## src/rtl/spi_bridge_pkg.sv

```systemverilog
// Shared types and helpers for the SPI-to-register-bus bridge.
// Mode constants are {CPOL, CPHA}.
package spi_bridge_pkg;

  typedef enum logic [1:0] {
    IDLE,
    HDR,
    WDATA,
    RDATA
  } state_e;

  localparam logic [1:0] MODE0 = 2'b00;
  localparam logic [1:0] MODE1 = 2'b01;
  localparam logic [1:0] MODE2 = 2'b10;
  localparam logic [1:0] MODE3 = 2'b11;

  // Data is captured on the rising sclk edge exactly when CPOL == CPHA.
  function automatic logic sample_on_rise(
    input logic cpol,
    input logic cpha
  );
    return cpol == cpha;
  endfunction

endpackage

```

## src/rtl/spi_pin_sync.sv

```systemverilog
// Synchronises the asynchronous SPI pins into clk and derives
// sclk rise/fall and cs_n fall events.
module spi_pin_sync #(
  parameter int SYNC_STAGES = 2,
  parameter bit SCLK_IDLE   = 1'b0
) (
  input  logic clk,
  input  logic rst,
  input  logic sclk,
  input  logic cs_n,
  input  logic mosi,
  output logic sclk_rise,
  output logic sclk_fall,
  output logic cs_n_s,
  output logic cs_fall,
  output logic mosi_s
);

  logic [SYNC_STAGES-1:0] sclk_q, sclk_d;
  logic [SYNC_STAGES-1:0] cs_q, cs_d;
  logic [SYNC_STAGES-1:0] mosi_q, mosi_d;
  logic sclk_prev_q, sclk_prev_d;
  logic cs_prev_q, cs_prev_d;
  logic sclk_s;

  always_comb begin
    sclk_d      = {sclk_q[SYNC_STAGES-2:0], sclk};
    cs_d        = {cs_q[SYNC_STAGES-2:0], cs_n};
    mosi_d      = {mosi_q[SYNC_STAGES-2:0], mosi};
    sclk_prev_d = sclk_q[SYNC_STAGES-1];
    cs_prev_d   = cs_q[SYNC_STAGES-1];
  end

  // cs_n resets low so a frame already in flight never looks armed.
  always_ff @(posedge clk or posedge rst) begin
    if (rst) begin
      sclk_q      <= {SYNC_STAGES{SCLK_IDLE}};
      cs_q        <= '0;
      mosi_q      <= '0;
      sclk_prev_q <= SCLK_IDLE;
      cs_prev_q   <= 1'b0;
    end else begin
      sclk_q      <= sclk_d;
      cs_q        <= cs_d;
      mosi_q      <= mosi_d;
      sclk_prev_q <= sclk_prev_d;
      cs_prev_q   <= cs_prev_d;
    end
  end

  assign sclk_s    = sclk_q[SYNC_STAGES-1];
  assign sclk_rise = sclk_s & ~sclk_prev_q;
  assign sclk_fall = ~sclk_s & sclk_prev_q;
  assign cs_n_s    = cs_q[SYNC_STAGES-1];
  assign cs_fall   = ~cs_n_s & cs_prev_q;
  assign mosi_s    = mosi_q[SYNC_STAGES-1];

endmodule

```

## src/rtl/spi_reg_bridge.sv

```systemverilog
// SPI slave to single-cycle register bus bridge with burst
// auto-increment, all four SPI modes and parametrised widths.
module spi_reg_bridge
  import spi_bridge_pkg::*;
#(
  parameter int DATA_W      = 8,
  parameter int ADDR_W      = 7,
  parameter int CPOL        = 0,
  parameter int CPHA        = 0,
  parameter int SYNC_STAGES = 2
) (
  input  logic              clk,
  input  logic              rst,
  input  logic              sclk,
  input  logic              cs_n,
  input  logic              mosi,
  output logic              miso,
  output logic              miso_oe,
  output logic [ADDR_W-1:0] reg_addr,
  output logic [DATA_W-1:0] reg_wdata,
  output logic              reg_we,
  output logic              reg_re,
  input  logic [DATA_W-1:0] reg_rdata,
  output logic              frame_abort
);

  localparam int HDR_W = ADDR_W + 1;
  localparam int SR_W  = (HDR_W > DATA_W) ? HDR_W : DATA_W;
  localparam int CNT_W = $clog2(SR_W + 1);
  localparam logic [CNT_W-1:0] HDR_LAST  = CNT_W'(HDR_W - 1);
  localparam logic [CNT_W-1:0] WORD_LAST = CNT_W'(DATA_W - 1);
  localparam bit SMP_RISE =
    sample_on_rise(CPOL != 0, CPHA != 0);

  logic sclk_rise, sclk_fall, cs_n_s, cs_fall, mosi_s;
  logic smp, shf;

  state_e            state_q, state_d;
  logic [CNT_W-1:0]  cnt_q, cnt_d;
  logic [SR_W-1:0]   sr_q, sr_d;
  logic [DATA_W-1:0] tx_q, tx_d;
  logic [ADDR_W-1:0] addr_q, addr_d;
  logic [DATA_W-1:0] wdata_q, wdata_d;
  logic miso_q, miso_d;
  logic we_q, we_d;
  logic re_q, re_d;
  logic ld_q, ld_d;
  logic abort_q, abort_d;
  logic armed_q, armed_d;

  spi_pin_sync #(
    .SYNC_STAGES(SYNC_STAGES),
    .SCLK_IDLE  (CPOL != 0)
  ) u_sync (
    .clk      (clk),
    .rst      (rst),
    .sclk     (sclk),
    .cs_n     (cs_n),
    .mosi     (mosi),
    .sclk_rise(sclk_rise),
    .sclk_fall(sclk_fall),
    .cs_n_s   (cs_n_s),
    .cs_fall  (cs_fall),
    .mosi_s   (mosi_s)
  );

  assign smp = SMP_RISE ? sclk_rise : sclk_fall;
  assign shf = SMP_RISE ? sclk_fall : sclk_rise;

  always_comb begin
    state_d = state_q;
    cnt_d   = cnt_q;
    sr_d    = sr_q;
    tx_d    = tx_q;
    addr_d  = addr_q;
    wdata_d = wdata_q;
    miso_d  = miso_q;
    we_d    = 1'b0;
    re_d    = 1'b0;
    ld_d    = 1'b0;
    abort_d = 1'b0;
    armed_d = armed_q | cs_n_s;
    if (we_q) addr_d = addr_q + 1'b1;
    if (cs_n_s) begin
      if (state_q != IDLE && cnt_q != '0)
        abort_d = 1'b1;
      state_d = IDLE;
      cnt_d   = '0;
    end else begin
      unique case (state_q)
        IDLE: begin
          if (cs_fall && armed_q) begin
            state_d = HDR;
            cnt_d   = '0;
          end
        end
        HDR: begin
          if (smp) begin
            sr_d  = SR_W'({sr_q, mosi_s});
            cnt_d = cnt_q + 1'b1;
            if (cnt_q == HDR_LAST) begin
              cnt_d  = '0;
              addr_d = sr_d[HDR_W-1:1];
              if (sr_d[0]) begin
                state_d = WDATA;
              end else begin
                state_d = RDATA;
                re_d    = 1'b1;
              end
            end
          end
        end
        WDATA: begin
          if (smp) begin
            sr_d  = SR_W'({sr_q, mosi_s});
            cnt_d = cnt_q + 1'b1;
            if (cnt_q == WORD_LAST) begin
              cnt_d   = '0;
              wdata_d = sr_d[DATA_W-1:0];
              we_d    = 1'b1;
            end
          end
        end
        RDATA: begin
          ld_d = re_q;
          // CPHA=0 owns the line from the load, so the shift
          // edge closing a word must not advance the next one.
          if (ld_q) begin
            if (CPHA == 0) begin
              miso_d = reg_rdata[DATA_W-1];
              tx_d   = reg_rdata << 1;
            end else begin
              tx_d = reg_rdata;
            end
          end else if (shf && (CPHA != 0 || cnt_q != '0)) begin
            miso_d = tx_q[DATA_W-1];
            tx_d   = tx_q << 1;
          end
          if (smp) begin
            cnt_d = cnt_q + 1'b1;
            if (cnt_q == WORD_LAST) begin
              cnt_d  = '0;
              addr_d = addr_q + 1'b1;
              re_d   = 1'b1;
            end
          end
        end
        default: state_d = IDLE;
      endcase
    end
    if (state_d != RDATA) miso_d = 1'b0;
  end

  always_ff @(posedge clk or posedge rst) begin
    if (rst) begin
      state_q <= IDLE;
      cnt_q   <= '0;
      sr_q    <= '0;
      tx_q    <= '0;
      addr_q  <= '0;
      wdata_q <= '0;
      miso_q  <= 1'b0;
      we_q    <= 1'b0;
      re_q    <= 1'b0;
      ld_q    <= 1'b0;
      abort_q <= 1'b0;
      armed_q <= 1'b0;
    end else begin
      state_q <= state_d;
      cnt_q   <= cnt_d;
      sr_q    <= sr_d;
      tx_q    <= tx_d;
      addr_q  <= addr_d;
      wdata_q <= wdata_d;
      miso_q  <= miso_d;
      we_q    <= we_d;
      re_q    <= re_d;
      ld_q    <= ld_d;
      abort_q <= abort_d;
      armed_q <= armed_d;
    end
  end

  assign miso        = miso_q;
  assign miso_oe     = (state_q == RDATA);
  assign reg_addr    = addr_q;
  assign reg_wdata   = wdata_q;
  assign reg_we      = we_q;
  assign reg_re      = re_q;
  assign frame_abort = abort_q;

endmodule

```

## config.mk

```make
export PLATFORM = sky130hd
export DESIGN_NAME = spi_reg_bridge
export DESIGN_NICKNAME = d
export VERILOG_FILES = /design/src/rtl/spi_bridge_pkg.sv /design/src/rtl/spi_pin_sync.sv /design/src/rtl/spi_reg_bridge.sv
export SDC_FILE = /design/constraint.sdc
export NUM_CORES = 1
export LEC_CHECK = 0
export ABC_AREA = 1
export CAP_MARGIN = 40
export CORE_MARGIN = 4
export CORE_UTILIZATION = 26
export CTS_BUF_LIST = sky130_fd_sc_hd__clkbuf_4 sky130_fd_sc_hd__clkbuf_8 sky130_fd_sc_hd__clkbuf_16
export CTS_CLUSTER_SIZE = 25
export DETAILED_ROUTE_END_ITERATION = 8
export PLACE_DENSITY = 0.43
export SLEW_MARGIN = 10
export SYNTH_ARGS = -nofsm -noshare
export SYNTH_HDL_FRONTEND = slang
export SYNTH_SLANG_ARGS = --single-unit
```

## constraint.sdc

```tcl
create_clock -name clk -period 2.7 [get_ports clk]
set_input_delay 0.54 -clock clk [delete_from_list [all_inputs] [get_ports clk]]
set_output_delay 0.54 -clock clk [all_outputs]
set_load 0.03 [all_outputs]
```

; Word-level counts from Yosys, hierarchy flattened
; Index checks and enable logic that the tools add are counted.
[op_classes]
addsub = 2
n_mul = 0
div = 0
order_cmp = 0
n_eq_ne = 8
shift = 0
mux = 38
bitwise = 7
reduce_logical = 16
[ops]
columns = operator, n
row1 = $mux 7, 6
row2 = $mux 1, 18
row3 = $mux 4, 4
row4 = $mux 8, 2
row5 = $pmux 7 s2, 1
row6 = $reduce_and 3->1, 3
row7 = $mux 2, 4
row8 = $pmux 4 s2, 1
row9 = $add 7x1->7 const B, 1
row10 = $reduce_bool 2->1, 3
row11 = $add 4x1->4 const B, 1
row12 = $eq 2x2->1 const B, 2
row13 = $eq 4x3->1 const B, 1
row14 = $ne 2x2->1 const B, 2
row15 = $pmux 2 s2, 1
row16 = $reduce_and 4->1, 1
row17 = $reduce_bool 4->1, 1
row18 = $and 1x1->1, 3
row19 = $logic_and 1x1->1, 3
row20 = $ne 3x1->1 const B, 1
row21 = $ne 3x2->1 const B, 1
row22 = $not 1->1, 3
row23 = $reduce_bool 3->1, 1
row24 = $reduce_or 3->1, 1
row25 = other kinds (6), 6
[word_totals]
regBits = 50
latch_bits = 0
ramBits = 0
mem_bits_ro = 0
out_inout_bits = 20
word_cells = 88
mem_count = 0

; Depth between registers and ports, before layout
[depth]
word_depth = 9
depth_mapped = 10

; Cells and area by module
; From an unflattened synthesis, not the netlist that was laid out.
[unflattened]
cells_unflattened = 301
hier_area_um2 = 2474.9
[by_module_without_submodules]
columns = mod, n_inst, cells_each, area_per_inst_um2, seq_area_each_um2
row1 = spi_reg_bridge, 1, 286, 2248.4, 1026.0
row2 = spi_pin_sync, 1, 15, 226.5, 200.2

; Worst setup path before layout
; Ideal clock, no wire load.
[synth_path]
kind = register to register
start = register state_q[0]
end = register addr_q[0], in the netlist reg_addr[0]
t_arrival_ns = 1.507
required_time_ns = 2.572
slack_ns = 1.065
stages_incl_launch_ff = 9
path_cell_list = dfrtp_1 -> ha_1 -> inv_1 -> nor2_4 -> nor2_1 -> nand2_1 -> o21ai_1 -> a21oi_1 -> o21ai_0
[synth_via]
elab_chain_cells = 3
[synth_rtl]
columns = item, line_no
row1 = "start, declared", spi_reg_bridge.sv:38  ; state_e state_q, state_d;
row2 = "start signal, assigned", spi_reg_bridge.sv:169  ; state_q <= state_d;
row3 = $eq 2x2->1, n/a
row4 = via miso_oe, spi_reg_bridge.sv:18  ; output logic miso_oe,
row5 = $pmux 7 s2, spi_reg_bridge.sv:90  ; unique case (state_q)
row6 = $mux 7, spi_reg_bridge.sv:84  ; if (cs_n_s) begin
row7 = via addr_d[0], spi_reg_bridge.sv:42  ; logic [ADDR_W-1:0] addr_q, addr_d;
row8 = "end signal, assigned", spi_reg_bridge.sv:173  ; addr_q <= addr_d;
row9 = "end, declared", spi_reg_bridge.sv:42
; The timed path passes the listed nets, and every way through them passes these cells.
; A chain may end at the register's enable or synchronous reset.

; Worst setup path after layout
[layout_path]
start = register state_q[0]
end = output miso_oe
[layout_via]
elab_chain_cells = 1
[layout_rtl]
columns = item, line_no
row1 = $eq 2x2->1, spi_reg_bridge.sv:185  ; assign miso_oe = (state_q == RDATA);
row2 = "end, declared", spi_reg_bridge.sv:18
; Every way passes these cells.

==> results.yml <==
status:
  status: "finished, final reports clean"
sta:
  hold_ws_ns: 0.358
  setup_violations: 0
  finClkSkew_ns: 0.00657
  tns_ns: 0
  fmax_ghz: 0.443
  period_needed_ns: 2.26
  max_slew_margin_pct: 64.5
  worstMarginPinSlew_ns: 0.531
  hold_viol_final: 0
  finalMaxSlewViolations: 0
  rsz0062_at_grt: "false"
  layout_worst_path_cycle_share_pct: 83.7
place:
  io_buffer_count: 32
  globalplace.congestion: 0.775
  place_area_um2: 3000
  dp_hpwl_mm: 4.03
logic_synthesis:
  mappedNetlistArea_um2: 2560
  seq_area_frac_synth_pct: 48.0
  syn-num-nets: 312
  syn-instance-count: 292
  yosysTopAreaCell: "dfrtp_1"
  synth_cell_types: 37
  synth_top_cell_area_share_pct: 48.0
  synth_seq_cells: 49
  syn_avg_cell_area_um2: 8.75
  ys_top_cells_by_area: "dfrtp_1 (48%), nand2_1 (10%), inv_1 (5.1%), o21ai_0 (4.1%), nand3_1 (3.9%)"
  yosys_warnings: 0
floorplan:
  ios: 33
  die_y_um: 107
  dieWidth_um: 107
  coreArea_um2: 9420
  die_area_um2: 11500
  rows: 35
  initial_core_util_pct: 27.1
global_routing:
  gr-total-overflow: 0
  grt_max_degree: 50
  grt_first_pass_wirelength_mm: 9.63
  antenna_found_initial: 0
  grt_pass1_vias: 1931
  grt_usage_pct: 10.6
clocking:
  cts-resized-gates: 0
  cts.path.max_buffers: 2
  cts_max_level: 2
  clock-sinks: 49
  cts-root-buf: "clkbuf_8"
  clk-insertion-delay-late_ns: 0.30
  cts.clk_slew.worst_paths_ns: 0.09
  cts_tree: "done"
  post-cts-setup-buffer-count: 0
  cts_hold_buf: 0
  cts_buffers: 5
critical_path:
  path_class: "reg2out"
  critical_path_required_ns: 2.16
  path_cells: "ha_1 -> clkdlybuf4s50_1"
  start_kind: "register"
  cp_slowest_cell: "clkdlybuf4s50_1"
  reg2reg_depth: 8
  cp.arrival_ns: 1.72
  cpPeakStageDelay_ns: 0.71
  rr_startpoint: "state_q[0]"
  crit_fanout: 5
  r2r_slack_ns: 0.90
  endpoint_kind: "output port"
  r2r_end: "reg_addr[0]"
power:
  cellPowerDensity_nw_per_um2: 470
  switchingPower_uw: 356
  p_int_uw: 1110
  total_power_uw: 1470
  seq_power_share_pct: 53.7
  ir_worst_vdd_mv: 0.169
  switching_share_pct: 24.2
  p_clk_share_pct: 38.7
  p_comb_share_pct: 7.5
  leakage_uw: 0.00147
routing:
  wl_per_cell_um: 12.4
  drt_iter0_drc: 59
  vias: 1967
  routed_via_density: 4.31
  wirelength_mm: 5.65
  firstDrtPassIters: 5
  drc_errors: 0
  antenna_left: 0
hold_path:
  whs_path_depth: 0
  min_from: "u_sync.cs_q[0]"
  hold_path_end: "u_sync.cs_q[1]"
  worstHoldPathType: "reg2reg"
cells_and_area:
  layout-drive-gt1-share_pct: 13.5
  fin_nets: 346
  utilization_pct: 33.2
  area_delta_synth_final_pct: 22.3
  postLayoutCellArea_um2: 3130
  diodes: 0
job:
  cap_violations: 0
[per-stage QoR]
step                      cells  setup WS [ns]
after global placement      448          0.810
after CTS                   456          0.421
after global routing        456          0.321
final                       456          0.441
after detailed placement    448          0.788
after floorplan             292          0.987
[metal layers]
layer  share of wire [%]  GRT usage [%]
met1                  49           15.4
met2                  44           15.5
met3                 5.7           2.47
met4                 1.2           3.56
met5                   0              0
[how the worst max path moves through the flow]
stage / endpoint / startpoint / slack (ns)
2_1_floorplan: armed_q / rst / 0.99
3_5_place_dp: miso_oe / state_q[0] / 0.79
6_report: miso_oe / state_q[0] / 0.44
3_3_place_gp: miso_oe / state_q[0] / 0.81
4_1_cts: miso_oe / state_q[0] / 0.42
5_1_grt: miso_oe / state_q[0] / 0.32
[power groups by stage]
stage,clock network (uW),logic (uW),registers [uW]
3_3_place_gp,0,113,805
5_1_grt,622,129,794
2_1_floorplan,0,72.1,795
3_5_place_dp,0,114,805
4_1_cts,598,115,790
6_report,569,111,790
[layout make-up]
class	instances	area, um2
fill	998	6290
sequential	49	1230
multi-input combinational	197	1120
timing repair buffer	34	348
tap	129	161
inverter	39	146
clock buffer	6	82.6
clock inverter	2	41.3
[flip-flops by register name, indices dropped and copies added (netlist names)]
signal              cells
u_sync.cs_prev_q        1
reg_we                  1
armed_q                 1
ld_q                    1
state_q                 2
cnt_q                   4
tx_q                    7
miso                    1
reg_wdata               8
u_sync.mosi_q           2
reg_re                  1
frame_abort             1
u_sync.sclk_prev_q      1
reg_addr                7
sr_q                    7
u_sync.sclk_q           2
u_sync.cs_q             2
[synth_stat cells (all sizes together)]
cell     number
nand2        73
dfrtp        49
inv          39
nor2         30
nand3        24
o21ai        24
a21oi        13
ha            7
o211ai        7
buf           6
xor2          5
mux2          3
nand4         2
or2           2
a211oi        1
a22oi         1
clkbuf        1
nand3b        1
nor3          1
o2111ai       1
o21a          1
o21bai        1
[critical path, delay by kind of cell, from the launching register on]
| kind | cells | cell delay [ns] |
|---|---|---|
| flops | 1 | 0.42 |
| fa+ha+maj | 1 | 0.29 |
| buf+inv | 1 | 0.71 |
[cells by family (layout without fill, tap and decap cells)]
kind of cell,after synthesis,after routing,share of synthesized area (%)
simple gates,133,133,25.6
xor+xnor,5,5,1.71
flops,49,49,48.0
compound gates,49,49,11.8
mux,3,3,1.32
fa+ha+maj,7,7,3.43
buf+inv,46,81,8.22
[layout by cell type (no fill, tap or decap), types with 2 or more instances in the layout]
cell             instances
mux2_2                   3
inv_2                    5
nand2_2                  3
ha_1                     7
xor2_1                   5
o21ai_0                 21
nor2_2                   5
nor2_4                   2
inv_1                   34
nor2_1                  21
nor2_8                   2
or2_2                    2
a21oi_2                  4
a21oi_1                  9
o21ai_1                  3
clkbuf_8                 6
nand2_1                 69
dfrtp_1                 49
nand3_1                 20
nand3_2                  3
o211ai_1                 6
clkdlybuf4s50_1         32
Power figures use the tool's default switching activity.
